==> config.mk <==
export PLATFORM = sky130hd
export DESIGN_NAME = list_stream_cache
export DESIGN_NICKNAME = d
export VERILOG_FILES = /design/src/rtl/list_cache_pkg.sv /design/src/rtl/list_line_buffer.sv /design/src/rtl/list_stream_cache.sv
export SDC_FILE = /design/constraint.sdc
export NUM_CORES = 1
export LEC_CHECK = 0
export CAP_MARGIN = 10
export CORE_MARGIN = 3
export CORE_UTILIZATION = 63
export DETAILED_ROUTE_END_ITERATION = 16
export PLACE_DENSITY = 0.85
export SLEW_MARGIN = 20
export SYNTH_ARGS = -nofsm -noshare
export SYNTH_HDL_FRONTEND = slang
export SYNTH_HIERARCHICAL = 1
export SYNTH_SLANG_ARGS = --single-unit
==> constraint.sdc <==
create_clock -name ACLK -period 63.2 [get_ports ACLK]
set_input_delay 9.48 -clock ACLK [delete_from_list [all_inputs] [get_ports ACLK]]
set_output_delay 9.48 -clock ACLK [all_outputs]
set_load 0.005 [all_outputs]
==> src/rtl/list_cache_pkg.sv <==
// Shared widths, pointer type and default parameters for the list stream cache.
// Optional TLAST tracking is enabled by defining LIST_STREAM_CACHE_LAST_EN.
package list_cache_pkg;

    localparam int unsigned DW_DEF  = 32;
    localparam int unsigned DBW_DEF = 256;
    localparam int unsigned BS_DEF  = 4;

    // Extra MSB on the pointer separates full from empty
    function automatic int unsigned ptr_width(input int unsigned bs);
        return $clog2(bs) + 1;
    endfunction

    function automatic int unsigned idx_width(input int unsigned fs);
        return $clog2(fs);
    endfunction

    typedef logic [$clog2(BS_DEF):0] ptr_t;

endpackage

==> src/rtl/list_line_buffer.sv <==
// Ring storage of BS cachelines with a combinational element-select read port.
// With LIST_STREAM_CACHE_LAST_EN defined, a TLAST bit is kept per line.
module list_line_buffer
    import list_cache_pkg::*;
#(
    parameter int unsigned DW  = DW_DEF,
    parameter int unsigned DBW = DBW_DEF,
    parameter int unsigned BS  = BS_DEF,
    localparam int unsigned FS = DBW / DW,
    localparam int unsigned LW = ptr_width(BS) - 1,
    localparam int unsigned IW = idx_width(FS)
) (
    input  logic           clk,
    input  logic           wr_en,
    input  logic [LW-1:0]  wr_line,
    input  logic [DBW-1:0] wr_data,
    input  logic           wr_last,
    input  logic [LW-1:0]  rd_line,
    input  logic [IW-1:0]  rd_elem,
    output logic [DW-1:0]  rd_data,
    output logic           rd_last
);

    logic [FS-1:0][DW-1:0] lines [BS];

    always_ff @(posedge clk) begin
        if (wr_en) begin
            lines[wr_line] <= wr_data;
        end
    end

    assign rd_data = lines[rd_line][rd_elem];

`ifdef LIST_STREAM_CACHE_LAST_EN
    logic [BS-1:0] last_q;

    always_ff @(posedge clk) begin
        if (wr_en) begin
            last_q[wr_line] <= wr_last;
        end
    end

    assign rd_last = last_q[rd_line];
`else
    logic unused_last;
    assign unused_last = wr_last;
    assign rd_last     = 1'b0;
`endif

endmodule

==> src/rtl/list_stream_cache.sv <==
// Wide-beat to element-stream unpacker: pointer/full/empty control and output register.
// Define LIST_STREAM_CACHE_LAST_EN to propagate TLAST onto O_LAST.
module list_stream_cache
    import list_cache_pkg::*;
#(
    parameter int unsigned DW  = DW_DEF,
    parameter int unsigned DBW = DBW_DEF,
    parameter int unsigned BS  = BS_DEF
) (
    input  logic           ACLK,
    input  logic           ARESET,
    input  logic [DBW-1:0] TDATA,
    input  logic           TVALID,
    output logic           TREADY,
    input  logic           TLAST,
    input  logic           FLUSH,
    input  logic           I_READY,
    output logic [DW-1:0]  OUT,
    output logic           O_VALID,
    output logic           O_LAST
);

    localparam int unsigned FS = DBW / DW;
    localparam int unsigned PW = ptr_width(BS);
    localparam int unsigned LW = PW - 1;
    localparam int unsigned IW = idx_width(FS);

    logic [PW-1:0] wp_q, rp_q;
    logic [IW-1:0] ei_q;
    logic [DW-1:0] out_q;
    logic          valid_q, last_q;

    logic          full, empty, accept, load, elem_end;
    logic [DW-1:0] rd_data;
    logic          rd_last;

    always_comb begin
        full     = (wp_q[PW-1] != rp_q[PW-1]) && (wp_q[LW-1:0] == rp_q[LW-1:0]);
        empty    = (wp_q == rp_q);
        TREADY   = ~full & ~FLUSH & ~ARESET;
        accept   = TVALID & TREADY;
        load     = (~valid_q | I_READY) & ~empty;
        elem_end = (ei_q == IW'(FS - 1));
    end

    list_line_buffer #(
        .DW  (DW),
        .DBW (DBW),
        .BS  (BS)
    ) u_line_buffer (
        .clk     (ACLK),
        .wr_en   (accept),
        .wr_line (wp_q[LW-1:0]),
        .wr_data (TDATA),
        .wr_last (TLAST),
        .rd_line (rp_q[LW-1:0]),
        .rd_elem (ei_q),
        .rd_data (rd_data),
        .rd_last (rd_last)
    );

    // Reset and flush share one path; reset simply wins when both are high
    always_ff @(posedge ACLK) begin
        if (ARESET || FLUSH) begin
            wp_q    <= '0;
            rp_q    <= '0;
            ei_q    <= '0;
            out_q   <= '0;
            valid_q <= 1'b0;
            last_q  <= 1'b0;
        end else begin
            if (accept) begin
                wp_q <= wp_q + PW'(1);
            end
            if (load) begin
                out_q   <= rd_data;
                last_q  <= rd_last & elem_end;
                valid_q <= 1'b1;
                if (elem_end) begin
                    ei_q <= '0;
                    rp_q <= rp_q + PW'(1);
                end else begin
                    ei_q <= ei_q + IW'(1);
                end
            end else if (I_READY) begin
                valid_q <= 1'b0;
            end
        end
    end

    assign OUT     = out_q;
    assign O_VALID = valid_q;
    assign O_LAST  = last_q;

endmodule
==> results of run 1 <==
==> final cells by class <==
cell class / count / share of cell area, %
Multi-Input combinational cell: 1181 / 18.7
Antenna cell: 23 / 0.119
Clock buffer: 131 / 5.75
Inverter: 3 / 0.0233
Timing Repair Buffer: 330 / 6.81
Clock inverter: 59 / 0.907
Sequential cell: 1067 / 65.5
Tap cell: 855 / 2.22
==> layout by cell type, fill, tap and decap left out, types with 2 or more instances in the layout <==
master	count
clkinv_1	18
a22oi_1	96
inv_6	4
xor2_2	3
clkbuf_8	5
edfxtp_1	1024
inv_1	3
or3_1	2
a21oi_1	117
dfxtp_1	42
nor2_1	7
o21ai_0	2
clkbuf_1	21
clkdlybuf4s50_1	295
nor3_1	32
nand3_1	98
clkinvlp_4	4
bufinv_16	5
diode_2	23
nand2_1	169
clkbuf_16	105
ha_1	4
or2_2	3
a21oi_2	19
nor2_4	2
a22o_1	64
a31oi_1	32
xor2_1	2
clkinv_2	27
mux2i_1	513
buf_12	4
buf_4	29
==> logic make-up (layout without fill, tap and decap cells) <==
kind of cell             Yosys count  in the layout  share of synthesized area, %
AO/OA/AOI/OAI                    334            334                          5.54
XOR/XNOR                           6              6                         0.181
adder cells (fa/ha/maj)            4              4                         0.121
buffers and inverters            142            523                          2.09
flip-flops                      1067           1067                          76.3
multiplexers                     513            513                          12.4
other                              1             24                       0.00905
AND/OR/NAND/NOR                  323            323                          3.43
==> registers in the layout, indices dropped and copies added, names as in the netlist <==
register,count
u_line_buffer/lines,1024
OUT,32
ei_q,3
rp_q,3
wp_q,3
O_LAST,1
O_VALID,1
==> worst max-delay path, delay by kind of cell <==
family,cells,cell delay (ns)
AND/OR/NAND/NOR,2,0.48
buffers and inverters,3,1.40
==> per-stage QoR <==
stage | instance area [um^2] | instances | util [%]
5_1_grt | 48300 | 3638 | 74.4
3_5_place_dp | 45000 | 3435 | 69.4
3_3_place_gp | 45000 | 3435 | 69.4
4_1_cts | 48200 | 3625 | 74.4
2_1_floorplan | 41500 | 2390 | -
6_report | 48300 | 3649 | 74.5
==> metal layers <==
layer	up-vias	routed length, um	part of all wire, %	global-route usage, %
met5	-	177	0.18	0
met4	28	3960	4.0	12.2
met3	189	9980	10	7.45
met2	1233	48200	49	44.9
met1	11500	36800	37	37.2
li1	10000	-	-	-
==> report_power, final <==
part / leakage [uW] / switching (uW) / internal [uW]
Clock: 0.00159 / 252 / 331
Sequential: 0.00960 / 2.21 / 782
Combinational: 0.00340 / 23.9 / 20.7
==> final timing paths <==
kind / end / slack [ns]
worst min register to register: OUT[31]$_SDFFE_PP0P_ / 0.46
worst max-delay path: TREADY / 42.32
worst max register to register: OUT[9]$_SDFFE_PP0P_ / 58.82
worst min-delay path: OUT[31]$_SDFFE_PP0P_ / 0.46
==> flow_metrics.py, run 1 <==
metrics = {
    "run_status": {
        "status": "completed",
    },
    "cts": {
        "h-tree-depth": 3,
        "cts_made_buffers": 101,
        "cts-root-buf": "clkbuf_16",
        "ctsResizeCount": 0,
        "cts_buffer_depth": 3,
        "tritoncts": "yes",
        "clk_latency_ns": 0.66,
        "post_cts_buffers": 0,
        "clkTransAtPathRegs_ns": 0.06,
        "hold_buffers": 0,
        "clock_sinks": 1067,
    },
    "critical_path": {
        "cp-start-kind": "input pin",
        "crit_chain": "clkdlybuf4s50_1 > or2_2 > buf_4 > nor2_1 > clkdlybuf4s50_1",
        "critical_path.startpoint": "ARESET",
        "slowest_delay_ns": 0.65,
        "crit_type": "in -> out",
        "critPathArrivalTime_ns": 11.40,
        "r2r_cells": 10,
        "path_common_cell": "clkdlybuf4s50_1",
        "cp_max_fo": 45,
        "cp_data_required_time_ns": 53.72,
        "r2r_start": "rp_q[0]$_SDFFE_PP0P_",
        "worst_path_max_delay_cell": "clkdlybuf4s50_1",
        "worst_setup_path_end_kind": "primary output",
    },
    "sta": {
        "setup_violations": 0,
        "grt_setup_unrepaired": "false",
        "max_freq_ghz": 0.0479,
        "tightest_slew_ns": 1.09,
        "final.setup.tns_ns": 0,
        "min_period_over_period_pct": 33.0,
        "holdWs_ns": 0.456,
        "hold_viol_final": 0,
        "maxSlewHeadroom_pct": 27.4,
        "fin_skew_ns": 0.0309,
        "period_needed_ns": 20.88,
        "maxSlewViolCount": 0,
        "setup_slack_ns": 42.32,
    },
    "synthesis": {
        "synthArstFlopShare_pct": 0,
        "synth.most_common_cell": "edfxtp_1",
        "synth_common_cells": "1024 x edfxtp_1, 513 x mux2i_1, 169 x nand2_1, 117 x a21oi_1, 98 x nand3_1",
        "syn_inst": 2390,
        "synth.avg_cell_area_um2": 17.3,
        "synth_top_area_share_pct": 74.2,
        "yosys.area.top_type": "edfxtp_1",
        "synth-main-ff-cell": "edfxtp_1",
        "syn-cell-area_um2": 41500,
        "ys_seq_area_share_pct": 76.3,
        "synth_edf_count": 1024,
        "syn-num-nets": 2656,
        "synthDistinctLibCells": 40,
        "yosys-top-cells-area": "edfxtp_1 74%, mux2i_1 12%, dfxtp_1 2.1%, a22oi_1 1.7%, nand2_1 1.5%",
        "synth-seq-cells": 1067,
        "ys_warn_count": 6,
    },
    "placed_design": {
        "post-place-ws_ns": 42.34,
        "dpl.hpwl_um": 57600,
        "globalplace.congestion": 0.816,
        "port_buffers": 295,
    },
    "drt": {
        "wl_per_cell_um": 27.2,
        "drt.antenna.violating_nets": 0,
        "first_pass_iters": 7,
        "avgViaCountPerCell": 6.28,
        "vias": 22900,
        "wl_um": 99100,
        "drtIter0Drc": 2767,
        "route.detailed.drc": 0,
    },
    "pwr": {
        "total_power_uw": 1410,
        "ir_worst_vdd_mv": 0.0231,
        "power_density_nw_per_um2": 29.3,
        "p_leak_uw": 0.0146,
    },
    "finish": {
        "multi_input_area_um2": 9020,
        "regArea_um2": 31600,
        "drive_gt1_share_pct": 8.12,
        "nNetsFinal": 2950,
        "synthToLayoutAreaGrowth_pct": 16.5,
        "fillCellCount": 3531,
    },
    "floorplan": {
        "fp-row-count": 93,
        "dieArea_um2": 68900,
        "die_y_um": 263,
        "io-pin-count": 297,
        "initial_core_util_pct": 64.0,
        "die_x_um": 263,
        "core_area_um2": 64800,
    },
    "run": {
        "cap_violations": 0,
    },
    "worst_hold_path": {
        "min-delay-start": "OUT[31]$_SDFFE_PP0P_",
        "hold_depth": 2,
        "hp-class": "reg -> reg",
    },
    "global_route": {
        "gr-total-overflow": 0,
        "grt_max_degree": 165,
        "first_global_vias": 23000,
        "grt_pass1_wl_um": 146000,
        "antenna_found_initial": 33,
        "grt.total_usage_pct": 28.2,
    },
}
Note: power is estimated with default switching activity, not from simulation.
==> run 2: changes to the inputs <==
Settings changed: CORE_UTILIZATION 63 to 53, PLACE_DENSITY 0.85 to 0.76.
Clock period 63.2 ns to 18.1 ns, I/O delays scaled along.
==> flow_metrics.py, run 2 (synthesized netlist as in run 1, its figures left out) <==
metrics = {
    "run_status": {
        "status": "completed",
    },
    "sta": {
        "hold_viol_final": 0,
        "tightest_slew_ns": 1.38,
        "final.setup.tns_ns": 0,
        "grt_setup_unrepaired": "false",
        "maxSlewHeadroom_pct": 8.33,
        "setup_violations": 0,
        "maxSlewViolCount": 0,
        "fin_skew_ns": 0.0274,
        "max_freq_ghz": 0.140,
        "period_needed_ns": 7.15,
        "min_period_over_period_pct": 39.5,
    },
    "drt": {
        "first_pass_iters": 5,
        "wl_um": 97200,
        "drt.antenna.violating_nets": 0,
        "wl_per_cell_um": 25.4,
        "vias": 22400,
        "avgViaCountPerCell": 5.85,
        "route.detailed.drc": 0,
        "drtIter0Drc": 2101,
    },
    "cts": {
        "h-tree-depth": 3,
        "tritoncts": "yes",
        "clkTransAtPathRegs_ns": 0.06,
        "cts-root-buf": "clkbuf_16",
        "clock_sinks": 1067,
        "post_cts_buffers": 0,
        "cts_made_buffers": 103,
        "clk_latency_ns": 0.67,
        "cts_buffer_depth": 3,
        "ctsResizeCount": 0,
        "hold_buffers": 0,
    },
    "floorplan": {
        "die_y_um": 286,
        "initial_core_util_pct": 54.0,
        "core_area_um2": 76700,
        "dieArea_um2": 81600,
        "fp-row-count": 101,
        "die_x_um": 286,
        "io-pin-count": 297,
    },
    "worst_hold_path": {
        "hp-class": "reg -> reg",
    },
    "global_route": {
        "gr-total-overflow": 0,
        "first_global_vias": 22300,
        "grt_pass1_wl_um": 141000,
        "antenna_found_initial": 41,
        "grt.total_usage_pct": 23.4,
        "grt_max_degree": 159,
    },
    "pwr": {
        "power_density_nw_per_um2": 103,
        "total_power_uw": 5000,
        "p_leak_uw": 0.0147,
        "ir_worst_vdd_mv": 0.0757,
    },
    "finish": {
        "final_cell_mix": "1024 x edfxtp_1, 513 x mux2i_1, 295 x clkdlybuf4s50_1, 169 x nand2_1, 117 x a21oi_1",
        "final_common_cell": "edfxtp_1",
        "fillCellCount": 5288,
        "largest-register": "u_line_buffer/lines",
        "largest_reg_flops": 1024,
        "nNetsFinal": 2956,
        "synthToLayoutAreaGrowth_pct": 17.5,
        "drive_gt1_share_pct": 8.06,
        "final_area_um2": 48700,
    },
    "critical_path": {
        "cp_num_buf_inv": 3,
        "cp-start-kind": "input pin",
        "path_common_cell": "clkdlybuf4s50_1",
        "worst_path_max_delay_cell": "clkdlybuf4s50_1",
        "cp_max_fo": 45,
        "critPathArrivalTime_ns": 4.43,
        "slowest_delay_ns": 0.51,
        "cp_data_required_time_ns": 15.39,
        "cpLargestDelayFamily": "buffers and inverters",
        "worst_setup_path_end_kind": "primary output",
        "crit_type": "in -> out",
        "crit_chain": "clkdlybuf4s50_1 > or2_2 > buf_4 > nor2_1 > clkdlybuf4s50_1",
    },
    "placed_design": {
        "globalplace.congestion": 0.821,
        "dpl-instance-area_um2": 45300,
        "port_buffers": 295,
        "dpl.hpwl_um": 58000,
    },
    "run": {
        "cap_violations": 0,
    },
}
run 2: cell types whose count changed in the layout (fill, tap and decap cells not counted), sizes merged:
cell / previous run / this run
inv: 8 / 6
buf: 35 / 39
clkbuf: 131 / 138
bufinv: 5 / 9
diode: 23 / 22
clkinv: 45 / 39
run 2: metal layers:
layer | wire [um] | global-route usage [%] | vias to the layer above
met5 | 208 | 0 | -
met4 | 3360 | 10.1 | 32
met3 | 9770 | 6.91 | 168
met2 | 45700 | 36.2 | 956
met1 | 38200 | 31.1 | 11200
li1 | - | - | 10000
run 2: final cells by class:
cell class / instances / area [um^2] / area share, %
inverters: 3 / 11.3 / 0.0231
well taps: 1030 / 1290 / 2.65
diodes: 22 / 55.1 / 0.113
repair buffers: 334 / 3340 / 6.86
clock inverters: 55 / 541 / 1.11
flip-flops and latches: 1067 / 31600 / 64.9
multi-input cells: 1181 / 9030 / 18.5
clock buffers: 138 / 2830 / 5.81
run 2: final timing paths:
kind | startpoint | endpoint | slack, ns | cells past startpoint
max | FLUSH | TREADY | 10.95 | 5
min | O_LAST$_SDFFE_PP0P_ | O_LAST$_SDFFE_PP0P_ | 0.45 | 2
max reg2reg | rp_q[0]$_SDFFE_PP0P_ | u_line_buffer/lines[2][145]$_DFFE_PP_ | 12.81 | 8
min reg2reg | O_LAST$_SDFFE_PP0P_ | O_LAST$_SDFFE_PP0P_ | 0.45 | 2
run 2: worst min-delay path, stage by stage, from the launching register on:
cell	delay [ns]
dfxtp_1	0.31
nand2_1	0.05
a21oi_1	0.05
run 2: power breakdown:
group | total, uW | switching [uW] | leakage [uW] | internal [uW]
Sequential | 2740 | 7.45 | 0.00960 | 2730
Clock | 2110 | 880 | 0.00164 | 1230
Combinational | 157 | 84.3 | 0.00343 | 72.5
Total | 5000 | 972 | 0.0147 | 4030
run 2: stage by stage:
| step | setup slack (ns) | hold slack [ns] | utilization (%) | std cells |
|---|---|---|---|---|
| 6_report | 10.95 | 0.451 | 63.5 | 3830 |
| 5_1_grt | 10.88 | 0.476 | 63.5 | 3819 |
| 4_1_cts | 10.94 | 0.455 | 63.4 | 3807 |
| 3_5_place_dp | 10.42 | 0.448 | 59.0 | 3614 |
| 3_3_place_gp | 9.95 | 0.444 | 58.9 | 3612 |
| 2_1_floorplan | 3.00 | 0.448 | - | 2390 |
==> RTL edit: new RTL, flow settings as in run 2 <==
Set the package constant `BS_DEF` to 2 (it was 4).
--- a/src/rtl/list_cache_pkg.sv
+++ b/src/rtl/list_cache_pkg.sv
@@ -4,7 +4,7 @@
 
     localparam int unsigned DW_DEF  = 32;
     localparam int unsigned DBW_DEF = 256;
-    localparam int unsigned BS_DEF  = 4;
+    localparam int unsigned BS_DEF  = 2;
 
     // Extra MSB on the pointer separates full from empty
     function automatic int unsigned ptr_width(input int unsigned bs);
Check against the original RTL: not equivalent (a bounded check fails within 4 cycles, from zero or initial values).
==> RTL edit against run 2 <==
- combinational power is 22% lower
- global-route usage down 1.7 points
- final area is 46% lower
- power decreased by 46%
- area after synthesis shrank 50%
- worst setup slack gained 0.053 ns
- die area decreased by 49%
- routed wire length down 54%
- sequential cell count decreased by 514
- non-clock buffer count is 21 lower
- largest cell class unchanged
- highest routed layer unchanged
==> RTL edit: results (changes against run 2) <==
[logic_synthesis]
mappedNetlistNets=1244  ; -53%
number_of_synthesized_flops_with_an_enable_pin=512  ; -50%
yosysUniqueCellTypes=31  ; -23%
yosys-top-cells-count=sky130_fd_sc_hd__edfxtp_1 (512), sky130_fd_sc_hd__mux4_2 (128), sky130_fd_sc_hd__nand2_1 (106)
yosysTopAreaCellShare=0.7357  ; -0.006040

[power_and_ir_drop]
peakVddDrop_mv=0.08928  ; +18%
p_sw_frac=0.1920  ; -0.002215
power.leakage_uw=0.008280  ; -44%

[die]
fp.dieArea_um2=41850  ; -49%

[global_routing]
groute.layer.met2.usage=0.3611  ; -0.0009009
all_layer_gr_usage=0.2171  ; -0.01699
grt_use_met1=0.2814  ; -0.02989
largest_net_degree_at_the_start_of_global_routing=78  ; -51%
groute.layer.met3.usage=0.05419  ; -0.01490
antenna_found_initial=11  ; -73%
first_global_vias=11420  ; -49%

[sta]
slew_headroom=0.3131  ; +0.2298

[place]
gp_congestion=0.7122  ; -13%

[worst_hold_path]
holdCritStartpoint=OUT[18]

[setup_path]
cp_data_arrival_time_ns=4.38  ; -0.05 ns
crit_path_max_fanout=5  ; -89%
r2r_setup_slack_ns=14.08  ; +1.27 ns

[outcome]
run_status=completed

[cells_and_area]
largest_register_ffs=512  ; -50%
final_net_count=1558  ; -47%
drive_gt1_frac=0.1875  ; +0.1068

[route]
vias=10510  ; -53%
m1WireLength_um=17200  ; -55%

[clock_tree]
worstSkewPairLatency_ns=0.59  ; -0.08 ns

-- RTL edit: cell types whose count changed after synthesis, moves of 26 or more --
| cell | change |
|---|---|
| sky130_fd_sc_hd__edfxtp_1 | -512 |
| sky130_fd_sc_hd__mux2i_1 | -474 |
| sky130_fd_sc_hd__mux4_2 | +128 |
| sky130_fd_sc_hd__a21oi_1 | -114 |
| sky130_fd_sc_hd__nand3_1 | -97 |
| sky130_fd_sc_hd__a22o_1 | -64 |
| sky130_fd_sc_hd__nand2_1 | -63 |
| sky130_fd_sc_hd__a22oi_1 | -32 |
| sky130_fd_sc_hd__nor3_1 | -32 |
| sky130_fd_sc_hd__a31oi_1 | -31 |
| sky130_fd_sc_hd__buf_4 | -26 |
-- RTL edit: kinds of logic (layout without fill, tap and decap cells) --
family                   count (synthesis)  count (layout)  synth area share
flip-flops                             553             553            0.7750
multiplexers                           167             167            0.1566
AND/OR/NAND/NOR                        122             122           0.02371
AO/OA/AOI/OAI                           73              73           0.02575
buffers and inverters                   59             418           0.01557
XOR/XNOR                                 3               3          0.001976
adder cells (fa/ha/maj)                  2               2          0.001197
other                                    1               4         0.0001794
-- RTL edit: worst paths after layout --
check	end	depth (start not counted)
max	TREADY	4
min	OUT[18]	2
max reg2reg	u_line_buffer/lines[1][11]	6
min reg2reg	OUT[18]	2
-- RTL edit: per-stage QoR --
stage / instances / hold slack (ns) / total power (uW) / setup slack, ns / area, um2
floorplan: 980 / 0.4511 / 1507 / 2.560 / 20900
global placement: 1755 / 0.4420 / 1574 / 11.04 / 24370
detailed placement: 1755 / 0.4520 / 1580 / 11.00 / 24370
CTS: 1857 / 0.4623 / 2723 / 11.00 / 26240
global route: 1859 / 0.4782 / 2783 / 10.95 / 26240
finish: 1860 / 0.4581 / 2700 / 11.01 / 26240
-- RTL edit: worst max-delay path, delay by kind of cell --
family                 cells  cell delay [ns]
AND/OR/NAND/NOR            1             0.38
buffers and inverters      2             1.10
AO/OA/AOI/OAI              1             0.18
-- RTL edit: cell type report --
cell class | count | area, um2
Tap cell | 518 | 648.1
Timing Repair Buffer | 313 | 3088
Sequential cell | 553 | 16200
Inverter | 3 | 11.26
Fill cell | 2465 | 12580
Antenna cell | 3 | 7.507
Clock inverter | 29 | 275.3
Multi-Input combinational cell | 368 | 4423
Clock buffer | 73 | 1587
-- RTL edit: power groups by stage --
| stage | Clock [uW] | Sequential (uW) | Combinational [uW] |
|---|---|---|---|
| after floorplan | 0 | 1460 | 43.6 |
| after global placement | 0 | 1450 | 119 |
| after detailed placement | 0 | 1460 | 123 |
| after CTS | 1170 | 1430 | 124 |
| after global routing | 1220 | 1430 | 132 |
| final | 1150 | 1430 | 123 |
